## src/rtl/instr_issue_queue.sv

```systemverilog
// Instruction issue queue: a small FIFO between the instruction loader and the
// pipeline. The head entry is held back with a bubble while it reads a register
// written by one of the last HAZ_WINDOW issued instructions.
module instr_issue_queue #(
    parameter int DEPTH      = 4,
    parameter int HAZ_WINDOW = 2
) (
    input  logic                   clk,
    input  logic                   rst,
    input  logic [31:0]            in_instr,
    input  logic                   in_valid,
    output logic                   in_ready,
    input  logic                   hold,
    input  logic                   flush,
    output logic [31:0]            InstrOut,
    output logic                   WriteEnable,
    output logic                   bubble,
    output logic [$clog2(DEPTH):0] count
);

    localparam int AW = $clog2(DEPTH);
    localparam int CW = AW + 1;
    localparam logic [CW-1:0] FULL = CW'(DEPTH);

    // Outcome of the issue-side decision for the current edge.
    typedef enum logic [1:0] {
        ISS_IDLE,
        ISS_BUBBLE,
        ISS_POP
    } issue_e;

    // FIFO storage and pointers
    logic [31:0]   r_mem [DEPTH];
    logic [AW-1:0] r_wr_ptr;
    logic [AW-1:0] r_rd_ptr;
    logic [CW-1:0] r_count;

    // Issue history: destinations of the most recent issue slots, [0] newest
    logic          r_hist_vld [HAZ_WINDOW];
    logic [4:0]    r_hist_dst [HAZ_WINDOW];

    // Registered pipeline outputs
    logic [31:0]   r_instr_out;
    logic          r_we;
    logic          r_bubble;

    // Head decode and control
    logic [31:0]   w_head;
    logic          w_is_r;
    logic          w_is_i;
    logic          w_use_rs;
    logic          w_use_rt;
    logic          w_dst_vld;
    logic          w_hazard;
    issue_e        w_issue;
    logic          w_advance;
    logic          w_push;
    logic          w_pop;

    assign in_ready    = (r_count < FULL);
    assign count       = r_count;
    assign InstrOut    = r_instr_out;
    assign WriteEnable = r_we;
    assign bubble      = r_bubble;

    // Decode the head entry and compare its sources against the issue history.
    always_comb begin
        w_head    = r_mem[r_rd_ptr];
        w_is_r    = (w_head[31:29] == 3'b010);
        w_is_i    = (w_head[31:29] == 3'b011);
        w_use_rs  = w_is_r | w_is_i;
        // The unary "not" carries an rt field that it never reads.
        w_use_rt  = w_is_r && (w_head[31:26] != 6'b010001);
        w_dst_vld = w_is_r | w_is_i;
        w_hazard  = 1'b0;
        for (int unsigned i = 0; i < HAZ_WINDOW; i++) begin
            if (r_hist_vld[i] &&
                ((w_use_rs && (r_hist_dst[i] == w_head[20:16])) ||
                 (w_use_rt && (r_hist_dst[i] == w_head[15:11])))) begin
                w_hazard = 1'b1;
            end
        end
    end

    // Choose idle, bubble or pop for the head; empty is judged on registered count.
    always_comb begin
        w_issue = ISS_IDLE;
        if (r_count == '0) begin
            w_issue = ISS_IDLE;
        end else if (w_hazard) begin
            w_issue = ISS_BUBBLE;
        end else begin
            w_issue = ISS_POP;
        end
    end

    assign w_advance = !hold && !flush;
    assign w_pop     = w_advance && (w_issue == ISS_POP);
    assign w_push    = in_valid && in_ready && !flush;

    // FIFO pointer and occupancy bookkeeping; flush empties the queue.
    always_ff @(posedge clk or negedge rst) begin
        if (!rst) begin
            r_wr_ptr <= '0;
            r_rd_ptr <= '0;
            r_count  <= '0;
        end else if (flush) begin
            r_wr_ptr <= '0;
            r_rd_ptr <= '0;
            r_count  <= '0;
        end else begin
            if (w_push) begin
                r_wr_ptr <= r_wr_ptr + 1'b1;
            end
            if (w_pop) begin
                r_rd_ptr <= r_rd_ptr + 1'b1;
            end
            case ({w_push, w_pop})
                2'b10:   r_count <= r_count + 1'b1;
                2'b01:   r_count <= r_count - 1'b1;
                default: r_count <= r_count;
            endcase
        end
    end

    // FIFO storage write; contents need no reset since occupancy gates reads.
    always_ff @(posedge clk) begin
        if (w_push) begin
            r_mem[r_wr_ptr] <= in_instr;
        end
    end

    // Registered issue outputs; frozen while the pipeline holds.
    always_ff @(posedge clk or negedge rst) begin
        if (!rst) begin
            r_instr_out <= '0;
            r_we        <= 1'b0;
            r_bubble    <= 1'b0;
        end else if (flush) begin
            r_instr_out <= '0;
            r_we        <= 1'b0;
            r_bubble    <= 1'b0;
        end else if (!hold) begin
            case (w_issue)
                ISS_POP: begin
                    r_instr_out <= w_head;
                    r_we        <= 1'b1;
                    r_bubble    <= 1'b0;
                end
                ISS_BUBBLE: begin
                    r_instr_out <= '0;
                    r_we        <= 1'b0;
                    r_bubble    <= 1'b1;
                end
                default: begin
                    r_instr_out <= '0;
                    r_we        <= 1'b0;
                    r_bubble    <= 1'b0;
                end
            endcase
        end
    end

    // Issue history shift: only a popped writing instruction enters as valid.
    always_ff @(posedge clk or negedge rst) begin
        if (!rst) begin
            for (int unsigned i = 0; i < HAZ_WINDOW; i++) begin
                r_hist_vld[i] <= 1'b0;
                r_hist_dst[i] <= '0;
            end
        end else if (flush) begin
            for (int unsigned i = 0; i < HAZ_WINDOW; i++) begin
                r_hist_vld[i] <= 1'b0;
                r_hist_dst[i] <= '0;
            end
        end else if (!hold) begin
            for (int unsigned i = HAZ_WINDOW - 1; i > 0; i--) begin
                r_hist_vld[i] <= r_hist_vld[i-1];
                r_hist_dst[i] <= r_hist_dst[i-1];
            end
            r_hist_vld[0] <= w_pop && w_dst_vld;
            r_hist_dst[0] <= w_head[25:21];
        end
    end

endmodule

```

## config.mk

```make
export PLATFORM = sky130hd
export DESIGN_NAME = instr_issue_queue
export DESIGN_NICKNAME = d
export VERILOG_FILES = /design/src/rtl/instr_issue_queue.sv
export SDC_FILE = /design/constraint.sdc
export NUM_CORES = 1
export LEC_CHECK = 0
export CAP_MARGIN = 20
export CORE_UTILIZATION = 31
export CTS_CLUSTER_DIAMETER = 60
export DETAILED_ROUTE_END_ITERATION = 8
export PLACE_DENSITY = 0.6
export SYNTH_ARGS = -nofsm -noshare
export SYNTH_HDL_FRONTEND = slang
export SYNTH_SLANG_ARGS = --single-unit
```

## constraint.sdc

```tcl
create_clock -name clk -period 5.4 [get_ports clk]
set_clock_uncertainty 0.15 [all_clocks]
set_input_delay 1.08 -clock clk [delete_from_list [all_inputs] [get_ports clk]]
set_output_delay 1.08 -clock clk [all_outputs]
set_load 0.02 [all_outputs]
```

==> metrics.md <==
| Metric | Value |
|---|---|
| Pwr/cell area | `436 nW/um2` |
| Internal | `2.73 mW` |
| Post-CTS Resized | `0` |
| Ports | `75` |
| Cts hold-fix bufs | `0` |
| First-pass GRT wire length | `24.0 mm` |
| Final ANT Viol Nets | `0` |
| Share of layout cells above drive strength 1 | `15.7%` |
| Cell Rows | `55` |
| Die ar. | `23,700 um2` |
| CTS Buf Count | `17` |
| Layout Cells excl Fill | `roughly 760` |
| Final layout net count | `approximately 510` |
| Status | `complete, no violations` |
| Clock Sink Count | `181` |
| Register area share after synthesis | `72.2%` |
| Total number of vias | `around 3,800` |
| Worst endpoint required time | `5610 ps` |
| Worst Tran Pin Value | `about 1000 ps` |
| Commonest non-fill, non-tap cell in the layout | `edfxtp_1` |
| GRT Residual Overflow | `0` |
| Startpoint types | `flip-flop` |
| Initial Util | `31.6%` |
| CTS root buffer | `clkbuf_16` |
| Drt wl/cell | `19.7 um` |
| Die Y | `154 um` |
| Maxcap violations | `0` |
| Minimum clock period | `roughly 4000 ps` |
| Setup slack after layout | `roughly 1400 ps` |
| Final setup viols | `0` |
| Layout Area Growth over Synthesis | `22.6%` |
| CP delay by family, top | `simple AND/OR/NAND/NOR gates` |
| Longest Clk Path Bufs | `2` |
| Core area | `around 23,000 um2` |
| Post-DP HPWL | `~9.5 mm` |
| Netlist Area Pre-Place | `between 7000 and 8000 um2` |
| Fin crit share | `approximately 75%` |
| Slew Limit Fails | `0` |
| Yosys reg bits | `181` |
| Tightest Hold Check Type | `reg2reg` |
| Drt pass-1 iters | `4` |
| Chip width | `about 150 um` |
| Syn Nets | `431` |
| Combinational cell fraction of total power | `21.1%` |
| Worst slew margin | `34.0%` |
| P_leak | `just over 3 nW` |
| Synth cell types | `41` |
| Critical Path AT | `4260 ps` |
| NetSw | `1.10 mW` |
| Vias per inst | `roughly 4.9` |
| Syn. warnings | `0` |
| CTS tree | `yes` |
| Post-Place Setup Slack | `roughly 1300 ps` |
| Post-CTS Setup Inserts | `0` |
| Gpl congestion | `0.743` |
| Total track usage | `13.8%` |
| PortBufs | `74` |
| Unrepaired setup endpoints after global routing | `no` |
| Synth top area share | `53.7%` |
| Placed Cells | `730` |
| Synth area leader | `edfxtp_1` |
| Worst Path Max Fanout | `21` |
| Switching share of power | `between 20% and 30%` |
| Worst-Skew Late Latency | `430 ps` |
| Number of flops mapped to enable cells by yosys | `between 100 and 150` |
| Asr flop ratio synth | `29.3%` |
| Commonest cells after routing, fill and taps aside | `edfxtp_1 (128), clkdlybuf4s50_1 (73), dfrtp_1 (52), a22o_1 (33), mux4_2 (28)` |
| Syn Inst Count | `between 300 and 400` |
| H-tree depth | `4` |
| Fmax | `0.247 GHz` |
| Worst stage delay on the critical path | `800 ps` |
| Clk pin slew, worst setup/hold paths | `70 ps` |
| Syn avg cell area | `roughly 18 um2` |
| Fillers | `2,041` |
| CP cell instances | `buf_4 -> mux4_2 -> and2b_1 -> nand2b_1 -> a21oi_1 -> and2_4 -> nor4_1 -> fa_1 -> nand2b_1 -> or4_1 -> nand4_1` |
| Flop pwr share | `45.8%` |
| Largest net degree at the start of global routing | `54` |
| Vias in the first global route | `4,075` |
| CP Capture Type | `flip-flop` |
| Clock power share | `33.2%` |
| Drt initial violations | `roughly 260` |
| CP max-delay cell | `dfrtp_2` |
| Critical path buffers and inverters | `1` |
| Prevailing post-synth register cell | `edfxtp_1` |
| Hold_ws | `355 ps` |
| Initial antenna violation count | `1` |
| Main area contributors after synthesis | `edfxtp_1 (54%), dfrtp_1 (19%), mux4_2 (8.8%)` |
| Number of antenna diodes | `0` |
| CP most frequent cell | `nand2b_1` |
| Maximum VDD drop | `185 uV` |
| Post-placement cell area | `about 8000 um2` |
| Total wire length | `15.0 mm` |
| Setup CP Type | `reg2reg` |
| DRC Markers | `0` |
| Endpoints failing hold | `0` |
| Final setup TNS | `0 ps` |
| Fin area | `8780 um2` |
[worst register-to-register path, cell delays in order, from the launching register on]
cell and delay, ps:
dfrtp_2 800, buf_4 430, mux4_2 560, and2b_1 320
nand2b_1 80, a21oi_1 200, and2_4 270, nor4_1 90
fa_1 500, nand2b_1 80, or4_1 410, nand4_1 100
[through the flow]
step,util (%),total power [mW]
6_report,38.8,3.83
5_1_grt,38.8,3.99
4_1_cts,38.8,3.87
3_5_place_dp,36.0,2.60
3_3_place_gp,36.0,2.59
2_1_floorplan,-,2.29
[synth_stat cells (all sizes together) (2+ instances only)]
master,instances
nand2b,4
nor2,21
buf,16
dfrtp,53
nand4,7
and2,5
nand2,8
inv,3
xor2,8
nand3,4
mux4,32
xnor2,13
nor4,4
nor2b,3
nor3,2
ha,4
or4,3
o22ai,2
a21oi,4
a22o,33
clkbuf,7
mux2i,11
o21ai,5
edfxtp,128
[layer usage]
layer / track usage, % / wire length [um] / up-vias
li1: - / - / 1684
met1: 17.3 / 6560 / 1962
met2: 23.0 / 7620 / 100
met3: 3.69 / 683 / 14
met4: 4.71 / 152 / 2
met5: 0 / 13 / -
[area by class of cell]
cell class                      count  area, um2  share of cell area, %
Tap cell                          285        357                   4.06
Clock buffer                       17        425                   4.85
Inverter                            3       11.3                  0.128
Multi-Input combinational cell    182       1850                   21.0
Timing Repair Buffer               79        773                   8.81
Clock inverter                     15        193                   2.20
Sequential cell                   181       5170                   58.9
[worst paths after layout]
check,startpoint,endpoint,slack (ps),cells past startpoint
max in group asynchronous,rst,r_rd_ptr[0],3940,2
min in group asynchronous,rst,InstrOut[17],640,2
setup / recovery,r_rd_ptr[0],count[1],1350,11
hold reg to reg,InstrOut[16],InstrOut[16],350,1
hold / removal,InstrOut[16],InstrOut[16],350,1
setup reg to reg,r_rd_ptr[0],count[1],1350,11
[cells by family (layout without fill, tap and decap cells)]
family / count (synthesis) / in the layout / share of synthesized area (%)
AOI/OAI and AO/OA: 46 / 46 / 5.05
adders and majority gates: 5 / 5 / 0.979
buffers and inverters: 26 / 114 / 2.17
muxes: 44 / 44 / 12.0
and+or+nand+nor: 66 / 66 / 5.03
DFF: 181 / 181 / 72.2
xor gates and xnor gates: 21 / 21 / 2.57
[flip-flops by register name, indices dropped and copies added (netlist names)]
signal,count
r_mem,128
r_hist_dst,10
r_wr_ptr,2
bubble,1
WriteEnable,1
r_rd_ptr,2
count,3
InstrOut,32
r_hist_vld,2
[power groups by stage]
stage,sequential (mW),combinational (mW),clock (mW)
floorplan,1.79,0.501,0
global placement,1.78,0.806,0
detailed placement,1.79,0.816,0
CTS,1.76,0.820,1.29
global route,1.78,0.874,1.34
finish,1.75,0.807,1.27
(Power assumes the default switching activity.)
